File: config.mk
export PLATFORM = sky130hd
export DESIGN_NAME = seq_decoder
export DESIGN_NICKNAME = d
export VERILOG_FILES = /design/src/rtl/seq_decoder.sv
export SDC_FILE = /design/constraint.sdc
export NUM_CORES = 1
export LEC_CHECK = 0
export CORE_AREA = 10 10 83 85
export DETAILED_ROUTE_END_ITERATION = 12
export DIE_AREA = 0 0 93 95
export SKIP_CTS_REPAIR_TIMING = 1
export SYNTH_ARGS = -nofsm -noshare
export SYNTH_HDL_FRONTEND = slang
export SYNTH_SLANG_ARGS = --single-unit
File: constraint.sdc
create_clock -name clk -period 2.2 [get_ports clk]
set_input_delay 0.44 -clock clk [delete_from_list [all_inputs] [get_ports clk]]
set_output_delay 0.44 -clock clk [all_outputs]
set_load 0.02 [all_outputs]
File: src/rtl/seq_decoder.sv
// One-hot index decoder with direct decode, prescaled up/down scanning and hold.
// Outputs d, idx and wrap come straight from flops; d is precomputed from next-state.
module seq_decoder #(
   parameter int SEL_W    = 4,
   parameter int SCAN_DIV = 1
) (
   input  logic                  clk,
   input  logic                  rst_n,
   input  logic                  e,
   input  logic [SEL_W-1:0]      sel,
   input  logic [1:0]            mode,
   input  logic                  load,
   output logic [2**SEL_W-1:0]   d,
   output logic [SEL_W-1:0]      idx,
   output logic                  wrap
);

   localparam int OUT_W = 2**SEL_W;
   localparam int PRE_W = (SCAN_DIV > 1) ? $clog2(SCAN_DIV) : 1;

   localparam logic [PRE_W-1:0] PRE_ZERO = {PRE_W{1'b0}};
   localparam logic [PRE_W-1:0] PRE_ONE  = PRE_W'(1);
   localparam logic [PRE_W-1:0] PRE_LAST = PRE_W'(SCAN_DIV - 1);
   localparam logic [SEL_W-1:0] IDX_ZERO = {SEL_W{1'b0}};
   localparam logic [SEL_W-1:0] IDX_ONE  = SEL_W'(1);
   localparam logic [SEL_W-1:0] IDX_LAST = {SEL_W{1'b1}};
   localparam logic [OUT_W-1:0] D_ZERO   = {OUT_W{1'b0}};
   localparam logic [OUT_W-1:0] D_ONE    = OUT_W'(1);

   typedef enum logic [1:0] {
      MODE_DECODE = 2'b00,
      MODE_UP     = 2'b01,
      MODE_DOWN   = 2'b10,
      MODE_HOLD   = 2'b11
   } mode_t;

   function automatic logic [OUT_W-1:0] onehot(input logic [SEL_W-1:0] i);
      return D_ONE << i;
   endfunction

   mode_t             mode_s;
   mode_t             mode_q_r;
   logic [SEL_W-1:0]  idx_r,  idx_s;
   logic [PRE_W-1:0]  pre_r,  pre_s;
   logic              act_r,  act_s;
   logic              wrap_r, wrap_s;
   logic [OUT_W-1:0]  d_r,    d_s;

   assign mode_s = mode_t'(mode);

   // Next-state: load beats everything, a mode change only realigns the prescaler.
   always_comb begin
      idx_s  = idx_r;
      act_s  = act_r;
      pre_s  = pre_r;
      wrap_s = 1'b0;
      if (load) begin
         idx_s = sel;
         act_s = e;
         pre_s = PRE_ZERO;
      end else if (mode_s != mode_q_r) begin
         pre_s = PRE_ZERO;
         act_s = e;
         if (mode_s == MODE_DECODE) begin
            idx_s = sel;
         end else begin
            idx_s = idx_r;
         end
      end else begin
         case (mode_s)
            MODE_DECODE: begin
               idx_s = sel;
               act_s = e;
               pre_s = PRE_ZERO;
            end
            MODE_UP, MODE_DOWN: begin
               act_s = e;
               if (!e) begin
                  pre_s = pre_r;
               end else if (pre_r != PRE_LAST) begin
                  pre_s = pre_r + PRE_ONE;
               end else if (mode_s == MODE_UP) begin
                  pre_s  = PRE_ZERO;
                  idx_s  = idx_r + IDX_ONE;
                  wrap_s = (idx_r == IDX_LAST);
               end else begin
                  pre_s  = PRE_ZERO;
                  idx_s  = idx_r - IDX_ONE;
                  wrap_s = (idx_r == IDX_ZERO);
               end
            end
            MODE_HOLD: begin
               act_s = e;
            end
            default: begin
               act_s = 1'b0;
            end
         endcase
      end
      if (act_s) begin
         d_s = onehot(idx_s);
      end else begin
         d_s = D_ZERO;
      end
   end

   // State and output registers.
   always_ff @(posedge clk or negedge rst_n) begin
      if (!rst_n) begin
         idx_r    <= IDX_ZERO;
         act_r    <= 1'b0;
         pre_r    <= PRE_ZERO;
         wrap_r   <= 1'b0;
         mode_q_r <= MODE_DECODE;
         d_r      <= D_ZERO;
      end else begin
         idx_r    <= idx_s;
         act_r    <= act_s;
         pre_r    <= pre_s;
         wrap_r   <= wrap_s;
         mode_q_r <= mode_s;
         d_r      <= d_s;
      end
   end

   assign d    = d_r;
   assign idx  = idx_r;
   assign wrap = wrap_r;

endmodule

Yosys cells after proc, flatten, opt, wreduce, memory -nomap -nowiden
Index checks and enable logic that the tools add are counted.
- output and inout port bits: 21
- word-level logic and storage cells: 43
- bits in registers: 24
- input bits: 10
- muxes and demuxes: 22
- $add $sub $neg: 3
- shift operators: 1
- reduce and logical (&&, ||, !) cells: 6
- equality and inequality tests: 6
- operator list (kind ; number):
    4-bit 2-to-1 mux ; 6
    16-bit 2-to-1 mux ; 1
    1-bit by 4-bit << shifter with 16-bit output, first input constant ; 1
    1-bit 2-to-1 mux ; 13
    4-bit one-hot mux with 2 select lines ; 1
    4-bit by 1-bit adder with 4-bit output, second input constant ; 1
    2-bit equality test, second input constant ; 2
    4-bit equality test, second input constant ; 1
    4-bit zero test ; 1
    4-bit != test, second input constant ; 1
    4-bit nonzero test ; 1
    4-bit OR reduction ; 1
    4-bit by 1-bit subtractor with 4-bit output, second input constant ; 1
    2-bit by 1-bit equality test with 1-bit output, second input constant ; 1
    2-bit zero test ; 1
    2-bit != test ; 1
    1-bit one-hot mux with 2 select lines ; 1
    2-bit AND reduction ; 1
    2-bit OR reduction ; 1
    1-bit adder, second input constant ; 1

Depth between registers and ports, before layout
Gate-level depths: netlist of run 1.
- depth after elaboration: 9
- gate-level depth with buffers: 10
- depth with buffers taken out: 9

Worst setup path before layout of run 1
OpenSTA, ideal clock, no wires.
- kind: input to register
- from: in mode[1]
- to: reg d_r[0] (netlist: d[0])
- slack: -234 ps
- required time: 2104 ps
- arrival: 2338 ps
- library setup time: 96 ps
- cell stages on the path: 10
- buffers on the path: 1
- path through: inv_1 ha_1 inv_1 ha_1 nand3_1 and4_1 or2_0 a211o_2 buf_4 nor4b_2
- longest elaborated chain between the ends: 9
- elaborated cells between the ends (all ways): 16
- those cells by class: 3 x eq/ne; 1 x shift; 10 x mux; 2 x reduce/logical
- RTL lines (item ; line ; text):
    start: declaration ; 11 ; input logic [1:0] mode,
    2-bit by 1-bit equality test with 1-bit output ; 70, 82 ;
    4-bit 2-to-1 mux ; 82 ; end else if (mode_s == MODE_UP) begin
    4-bit 2-to-1 mux ; 80 ; end else if (pre_r != PRE_LAST) begin
    4-bit 2-to-1 mux ; 78 ; if (!e) begin
    4-bit one-hot mux with 2 select lines ; 70 ; case (mode_s)
    4-bit 2-to-1 mux (*) ; 61 ; end else if (mode_s != mode_q_r) begin
    4-bit 2-to-1 mux (*) ; 57 ; if (load) begin
    named net idx_s[3] ; 43 ; logic [SEL_W-1:0] idx_r, idx_s;
    1-bit by 4-bit << shifter with 16-bit output (*) ; 38 ; return D_ONE << i;
    16-bit 2-to-1 mux (*) ; 100 ; if (act_s) begin
    named net d_s[0] ; 47 ; logic [OUT_W-1:0] d_r, d_s;
    end signal: assignment ; 122 ; d_r <= d_s;
    end: declaration ; 47 ;
The timed path passes the listed nets; every way through them passes the cells marked *.
A chain may end at the register's enable or synchronous reset.

Worst setup path in the final report of run 1
- from: in mode[1]
- to: reg d_r[4] (netlist: d[4])
- longest elaborated chain between the ends: 9
- elaborated cells between the ends (all ways): 16
- those cells by class: 3 x eq/ne; 1 x shift; 10 x mux; 2 x reduce/logical
- RTL lines (item ; line):
    2-bit by 1-bit equality test with 1-bit output ; 70, 82
    4-bit 2-to-1 mux ; 82
    4-bit 2-to-1 mux ; 80
    4-bit 2-to-1 mux ; 78
    4-bit one-hot mux with 2 select lines ; 70
    4-bit 2-to-1 mux ; 61
    4-bit 2-to-1 mux ; 57
    1-bit by 4-bit << shifter with 16-bit output ; 38
    16-bit 2-to-1 mux (*) ; 100
    named net d_s[4] ; 47
Marks and branches as above.

==> results.md, run 1 <==
- Rows: 27
- Critical path class: input pin to flip-flop
- Clock Skew: 6.44 ps
- CTS tree: done
- CTS Sinks: 23
- Gr usage total: 8.39%
- Fmax: 439 MHz
- Max-slew violations: 0
- Final hold violations: 0
- Crit-path cells: buf_12 > inv_12 > ha_4 > fa_2 > xnor2_2 > a222oi_1 > a2111o_1 > a21bo_4 > nor4b_4
- Top-area cell type share of the netlist area: 44.5%
- Post-Route Utilization: 39.3%
- WL met2: 1740 um
- Final cell count without fillers: 240
- Crit Path Max Fanout: 8
- Hold_sp: mode[0]
- RSZ-0062 raised after global routing: yes
- Critical path launch point: mode[1]
- Max layer used: met4
- Placed cell count: 233
- R2R Path Start: idx[1]
- Setup ws final: -79.1 ps
- Synthesis-stage register bit count: 23
- Netlist Area Pre-Place: 0.00129 mm^2
- Number of global-route vias before repair: 1207
- Count of different cell masters after synthesis: 46
- PortBufs: 30
- TritonRoute pass-1 iters: 4
- Placed Area: 0.00192 mm^2
- DP Worst Slack: -861 ps
- Hold Slack: 311 ps
- Final ANT Viol Nets: 0
- Net count, final: 185
- Ranking of synthesized cells by area: dfrtp_1, nor4b_2, ha_1, and4bb_1, xnor2_2
- Clock latency on the worst-skew pair: 260 ps
- Total CTS buffers: 3
- DR iter-0 viols: 68
- CP endpoint kind: flip-flop
- Synth area leader: dfrtp_1
- Ys async rst share: 100%
- Post-Syn Instances: 109
- Gpl congestion: 0.930
- CP required: 2360 ps
- Footprint of the multi-input gates: 796 um^2
- Fin crit period: 2280 ps
- P per Cell Area: 551 mW/mm^2
- Final Setup Violations: 8
- Max incr delay on CP: 510 ps
- GR Overflow Total: 0
- Placeable Area: 0.00534 mm^2
- Largest net degree at the start of global routing: 24
- Seq. cell area: 578 um^2
- Worst Path Arrival: 2440 ps
- Worst-Margin Slew: 470 ps
- Vert. Die Dim: 95 um
- Pleak: 0.910 nW
- Status: finished with violations
- Slew HR: 68.7%
- Max-cap violations: 0
- Clock root buffer: clkbuf_8
- Metal-1 WL: 1650 um
- H-tree level count: 1
- Failing checks: setup timing
- Finished layout cell area: 0.00210 mm^2
- Part of the cycle the worst path needs: 104%
- Detail Placement HPWL: 2810 um
- # diodes: 0
- Post-synth EDFFs: 0
- Sequential share of the synthesized area: 44.5%
- Layout cells sized above 1: 39.3%
- Synthesized Nets: 125
- Top Ports: 31
- Tot Pwr: 1.16 mW
- FF-to-FF setup slack: -30 ps
- Layout area overhead: 62.3%
- Syn avg cell area: 11.9 um^2
- Met3 wire len: 262 um
- Fill cell count: 536
- Min-Delay Path Class: input pin to flip-flop
- Die Width: 93 um
- Via-to-Cell Ratio: 4.65
- Drt wl/cell: 15.2 um
- DRC viols: 0
- Primary FF master, synth: dfrtp_1
- Max VDD drop: 0.000367 V
- CTS Buffer Depth: 2
- Initial antenna violation count: 0
- Routed vias: 1115
- Die footprint: 0.00884 mm^2
- Setup TNS: -438 ps
- Final WL: 3660 um
- Worst path slowest cell: a2111o_1
- Crit path launch type: input pin
- Yosys warnings: 0
- Clock slew at reported path FFs: 70 ps
- First-pass GRT wire length: 6080 um
- Initial Utilization: 24.2%
synthesized netlist by cell type (2+ instances only):
library cell  count
and4bb_1          3
nor4bb_1          2
nor3_1            2
xor2_1            2
nor4_2            2
ha_1              5
nand2_1           5
xnor2_2           2
buf_2             2
dfrtp_1          23
inv_1             8
o21ai_0           5
nand3b_1          2
nor2_1            4
a21oi_1           4
nor4b_2           5
and4b_1           2
nand3_1           3
area by class of cell:
class	instances	share of cell area, %
multi-input combinational	74	37.9
timing repair buffer	59	25.9
sequential	23	27.5
inverter	8	2.15
tap	72	4.29
clock inverter	1	0.238
clock buffer	3	1.97
flip-flops by register name, summed over array words and instances, names as in the netlist:
name      count
d            16
idx           4
mode_q_r      2
wrap          1
routing by layer:
layer	track usage [%]	vias to the layer above
met2	13.7	38
li1	-	528
met5	0	-
met1	10.7	547
met3	2.70	2
met4	1.41	0
critical path: cells and delay by family:
family          cells  cell delay (ps)
compound gates      3              890
simple gates        1              250
fa+ha+maj           2              580
buf+inv             2              120
xor+xnor            1              160
report_power, final:
part | internal [mW] | leakage [nW] | switching, mW | total (mW)
Clock | 0.126 | 0.0255 | 0.125 | 0.251
Combinational | 0.224 | 0.580 | 0.221 | 0.445
Sequential | 0.446 | 0.304 | 0.0151 | 0.461
Total | 0.796 | 0.910 | 0.361 | 1.16
cell usage in the layout, fill, tap and decap left out, types with 2 or more instances in the layout:
master and instances:
a21oi_1 3, and4b_1 2, and4bb_1 3, buf_12 2, buf_4 28, clkbuf_8 3
clkdlybuf4s50_1 27, dfrtp_1 21, dfrtp_2 2, ha_1 2, ha_4 3, inv_1 6
nand2_1 5, nand3_1 2, nand3b_1 2, nor2_1 4, nor3_1 2, nor4_2 2
nor4b_2 3, nor4b_4 3, nor4bb_2 2, o21ai_0 5, xnor2_2 3, xor2_1 2
worst paths after layout:
check,depth (start not counted),to
setup / recovery,9,d[4]
hold / removal,1,mode_q_r[0]
setup reg to reg,7,d[4]
hold reg to reg,3,wrap
max in group asynchronous,2,idx[0]
min in group asynchronous,2,d[12]
cell families (layout without fill, tap and decap cells):
group           count (synthesis)  count (layout)  synth area share (%)
compound gates                 22              22                  13.5
xor+xnor                        5               5                  4.55
fa+ha+maj                       6               6                  6.38
buf+inv                        12              71                  4.55
flops                          23              23                  44.5
simple gates                   41              41                  26.5
Note: power is estimated with default switching activity, not from simulation.
==> run 2, diff against run 1 <==
--- a/config.mk
+++ b/config.mk
@@ -5,9 +5,12 @@
 export SDC_FILE = /design/constraint.sdc
 export NUM_CORES = 1
 export LEC_CHECK = 0
+export CELL_PAD_IN_SITES_DETAIL_PLACEMENT = 1
+export CELL_PAD_IN_SITES_GLOBAL_PLACEMENT = 1
 export CORE_AREA = 10 10 83 85
 export DETAILED_ROUTE_END_ITERATION = 12
 export DIE_AREA = 0 0 93 95
+export PLACE_DENSITY = 0.69
 export SKIP_CTS_REPAIR_TIMING = 1
 export SYNTH_ARGS = -nofsm -noshare
 export SYNTH_HDL_FRONTEND = slang
==> results.md, run 2 (same netlist as run 1, synthesis figures left out) <==
- Status: finished with violations
- Failing checks: setup timing
- Number of global-route vias before repair: 1298
- RSZ-0062 raised after global routing: yes
- Worst Path Arrival: 2550 ps
- PortBufs: 30
- CP required: 2370 ps
- # diodes: 0
- Vert. Die Dim: 95 um
- CTS Sinks: 23
- Clock root buffer: clkbuf_8
- DR iter-0 viols: 44
- CP endpoint kind: flip-flop
- Fmax: 421 MHz
- Setup ws final: -177 ps
- Critical path class: input pin to flip-flop
- Max reg flops: 16
- Drt wl/cell: 17.2 um
- Die footprint: 0.00884 mm^2
- Min-Delay Path Class: input pin to flip-flop
- Tot Pwr: 1.15 mW
- Final ANT Viol Nets: 0
- Fin crit period: 2380 ps
- Worst-Margin Slew: 444 ps
- Clock Skew: 3.01 ps
- Rows: 27
- DRC viols: 0
- H-tree level count: 1
- Part of the cycle the worst path needs: 108%
- P per Cell Area: 571 mW/mm^2
- Largest net degree at the start of global routing: 24
- Most common cell after layout, fill and taps aside: clkdlybuf4s50_1
- Gr usage total: 9.29%
- Layout cells sized above 1: 35.4%
- Most frequent cells in the layout: clkdlybuf4s50_1, dfrtp_1, buf_4
- Routed vias: 1118
- Final hold violations: 0
- Pleak: 0.871 nW
- Clock latency on the worst-skew pair: 260 ps
- Final Setup Violations: 16
- CTS Buffer Depth: 2
- First-pass GRT wire length: 6530 um
- DP Worst Slack: -853 ps
- CTS tree: done
- Post-Route Utilization: 37.7%
- Clock slew at reported path FFs: 80 ps
- Gpl congestion: 0.929
- Net count, final: 181
- TritonRoute pass-1 iters: 4
- Total CTS buffers: 3
- Crit path launch type: input pin
- Via-to-Cell Ratio: 4.74
- Top Ports: 31
- Crit Path Max Fanout: 8
- Max-slew violations: 0
- Layout area overhead: 55.6%
- Initial Utilization: 24.2%
- Max VDD drop: 0.000267 V
- GR Overflow Total: 0
- Initial antenna violation count: 0
- Detail Placement HPWL: 3200 um
- Placeable Area: 0.00534 mm^2
- Final WL: 4060 um
- Max-cap violations: 0
- Slew HR: 70.4%
- Die Width: 93 um
==> run 2: cell types whose count changed in the layout (fill, tap and decap cells not counted) <==
cell,change
nor4bb_2,-1
ha_4,-1
nor4b_1,+1
ha_1,+1
buf_12,-2
nor4b_4,-2
buf_2,+1
nor4bb_1,+1
nor4b_2,+1
clkdlybuf4s50_1,+1
buf_6,+3
buf_4,-7
==> run 2: final timing paths <==
check,start,end,slack [ps],cells past startpoint
min in group asynchronous,rst_n,d[9],520,2
hold reg to reg,idx[1],wrap,840,3
setup reg to reg,idx[1],d[4],-30,7
hold / removal,mode[0],mode_q_r[0],410,1
max in group asynchronous,rst_n,idx[0],1430,2
setup / recovery,mode[1],d[4],-180,10
==> run 2: area by class of cell <==
class | count | area (um^2)
fill | 609 | 3320
multi-input combinational | 74 | 753
sequential | 23 | 578
timing repair buffer | 55 | 500
tap | 72 | 90.1
inverter | 8 | 45.0
clock buffer | 3 | 41.3
clock inverter | 1 | 5.00
==> run 2: per-stage QoR <==
step                      hold slack (ps)  TNS [ps]  std cells  instance area, um^2
after global routing                  406     -3190        236                 2010
final                                 412     -1700        236                 2010
after floorplan                       144     -17.5        109                 1360
after detailed placement              819    -14560        230                 1890
after global placement                808    -12510        230                 1890
after CTS                             525     -8900        234                 1930
==> run 2: worst max-delay path, stage by stage <==
cell,delay [ps]
buf_6,70
buf_6,110
inv_12,30
ha_4,170
fa_2,410
xnor2_2,160
a222oi_1,90
a2111o_1,520
a21bo_4,290
nor4b_4,250
==> run 2: layer usage <==
metal | part of all wire, % | GRT usage, %
met3 | 6.6 | 2.93
met1 | 41 | 10.6
met2 | 52 | 16.1
met5 | 0 | 0
met4 | 0.96 | 3.21
==> run 2: where the power goes <==
group          internal [mW]  total [mW]  leakage (nW)  switching, mW
Combinational          0.207       0.428         0.541          0.221
Sequential             0.446       0.462         0.304         0.0158
Clock                  0.126       0.260        0.0255          0.134
==> run 3, diff against run 2 <==
--- a/config.mk
+++ b/config.mk
@@ -11,6 +11,7 @@
 export DETAILED_ROUTE_END_ITERATION = 12
 export DIE_AREA = 0 0 93 95
 export PLACE_DENSITY = 0.69
+export SETUP_SLACK_MARGIN = 0.02
 export SKIP_CTS_REPAIR_TIMING = 1
 export SYNTH_ARGS = -nofsm -noshare
 export SYNTH_HDL_FRONTEND = slang
==> results.md, run 3 (same netlist as run 1, synthesis figures left out) <==
- Status: finished with violations
- Failing checks: setup timing
- GR Overflow Total: 0
- Total CTS buffers: 3
- Vert. Die Dim: 95 um
- Clock Skew: 2.12 ps
- Routed vias: 1125
- P per Cell Area: 562 mW/mm^2
- Initial antenna violation count: 0
- Max-slew violations: 0
- CTS Sinks: 23
- Worst path slowest cell: a2111o_1
- Die Width: 93 um
- DP Worst Slack: -839 ps
- Drt wl/cell: 17.8 um
- Pleak: 0.902 nW
- H-tree level count: 1
- Setup ws final: -87.9 ps
- DRC viols: 0
- Crit-path cells: buf_6 > buf_6 > inv_12 > ha_4 > fa_2 > xnor2_2 > a222oi_1 > a2111o_1 > buf_6 > nand3_4 > and4bb_2
- Most common cell after layout, fill and taps aside: clkdlybuf4s50_1
- RSZ-0062 raised after global routing: yes
- Most used cell, CP: buf_6
- Layout area overhead: 61.5%
- Max incr delay on CP: 480 ps
- Combinational power share: 38.8%
- Net load switching power: 0.380 mW
- CP required: 2360 ps
- CTS tree: done
- Max reg flops: 16
- Via-to-Cell Ratio: 4.69
- Net count, final: 185
- Fmax: 437 MHz
- Initial Utilization: 24.2%
- Clock root buffer: clkbuf_8
- Gpl congestion: 0.840
- Fill cell count: 612
- FF-to-FF setup slack: -10 ps
- Placeable Area: 0.00534 mm^2
- P_int: 0.794 mW
- Crit path launch type: input pin
- Gr usage total: 9.54%
- Critical path class: input pin to flip-flop
- Crit Path Max Fanout: 8
- Final hold violations: 0
- Max-cap violations: 0
- PortBufs: 30
- Largest net degree at the start of global routing: 24
- Number of global-route vias before repair: 1266
- Clock latency on the worst-skew pair: 260 ps
- Part of the cycle the worst path needs: 104%
- Detail Placement HPWL: 3270 um
- Final WL: 4280 um
- Final ANT Viol Nets: 0
- Setup TNS: -919 ps
- Max VDD drop: 0.000357 V
- TritonRoute pass-1 iters: 4
- Min-Delay Path Class: input pin to flip-flop
- CP endpoint kind: flip-flop
- Slew HR: 69.4%
- # diodes: 0
- Worst Path Arrival: 2450 ps
- Tot Pwr: 1.17 mW
- Worst-Margin Slew: 453 ps
- Net Sw Frac: 32.4%
- Clock slew at reported path FFs: 80 ps
- Layout cells sized above 1: 38.7%
- Post-Route Utilization: 39.1%
- Die footprint: 0.00884 mm^2
- Final Setup Violations: 16
- Most frequent cells in the layout: clkdlybuf4s50_1, buf_4, dfrtp_1
- CTS Buffer Depth: 2
- DR iter-0 viols: 40
- Fin crit period: 2290 ps
- Rows: 27
- Reg power frac: 39.2%
- Clk network pwr share: 21.9%
- Top Ports: 31
- First-pass GRT wire length: 6710 um
run 3: worst max-delay path: cells and delay by family:
kind	cells	cell delay [ps]
AOI/OAI and AO/OA	2	560
xor gates and xnor gates	1	150
buffers and inverters	4	360
adders and majority gates	2	570
and+or+nand+nor	2	380
run 3: power groups by stage:
stage                     sequential (mW)  combinational (mW)  clock [mW]
after global placement              0.469               0.389           0
after floorplan                     0.499               0.188           0
final                               0.461               0.456       0.258
after CTS                           0.461               0.402       0.269
after detailed placement            0.469               0.400           0
after global routing                0.465               0.495       0.298
run 3: cell type report:
class | instances | area, um^2 | area share, %
clock buffers | 3 | 41.3 | 1.98
repair buffers | 58 | 531 | 25.4
multi-input cells | 75 | 800 | 38.3
inverters | 8 | 45.0 | 2.16
well taps | 72 | 90.1 | 4.31
flip-flops and latches | 23 | 578 | 27.7
clock inverters | 1 | 5.00 | 0.240
run 3: final timing paths:
kind | from | end | cells after the start
worst max-delay path | mode[1] | d[8] | 11
worst min-delay path | mode[0] | mode_q_r[0] | 1
worst max register to register | idx[1] | d[11] | 8
worst min register to register | idx[1] | wrap | 3
max in group asynchronous | rst_n | idx[0] | 2
min in group asynchronous | rst_n | d[3] | 2
run 3: metrics by stage:
stage	std cells	hold slack [ps]	instance area, um^2
2_1_floorplan	109	144	1360
3_3_place_gp	232	809	1920
3_5_place_dp	232	806	1920
4_1_cts	236	528	1960
5_1_grt	240	349	2090
6_report	240	359	2090
run 3: routing by layer:
layer / vias to the layer above / track usage, % / wire length, um
li1: 535 / - / -
met1: 552 / 10.6 / 1710
met2: 33 / 16.9 / 2210
met3: 5 / 3.17 / 310
met4: 0 / 2.83 / 40
met5: - / 0 / 0
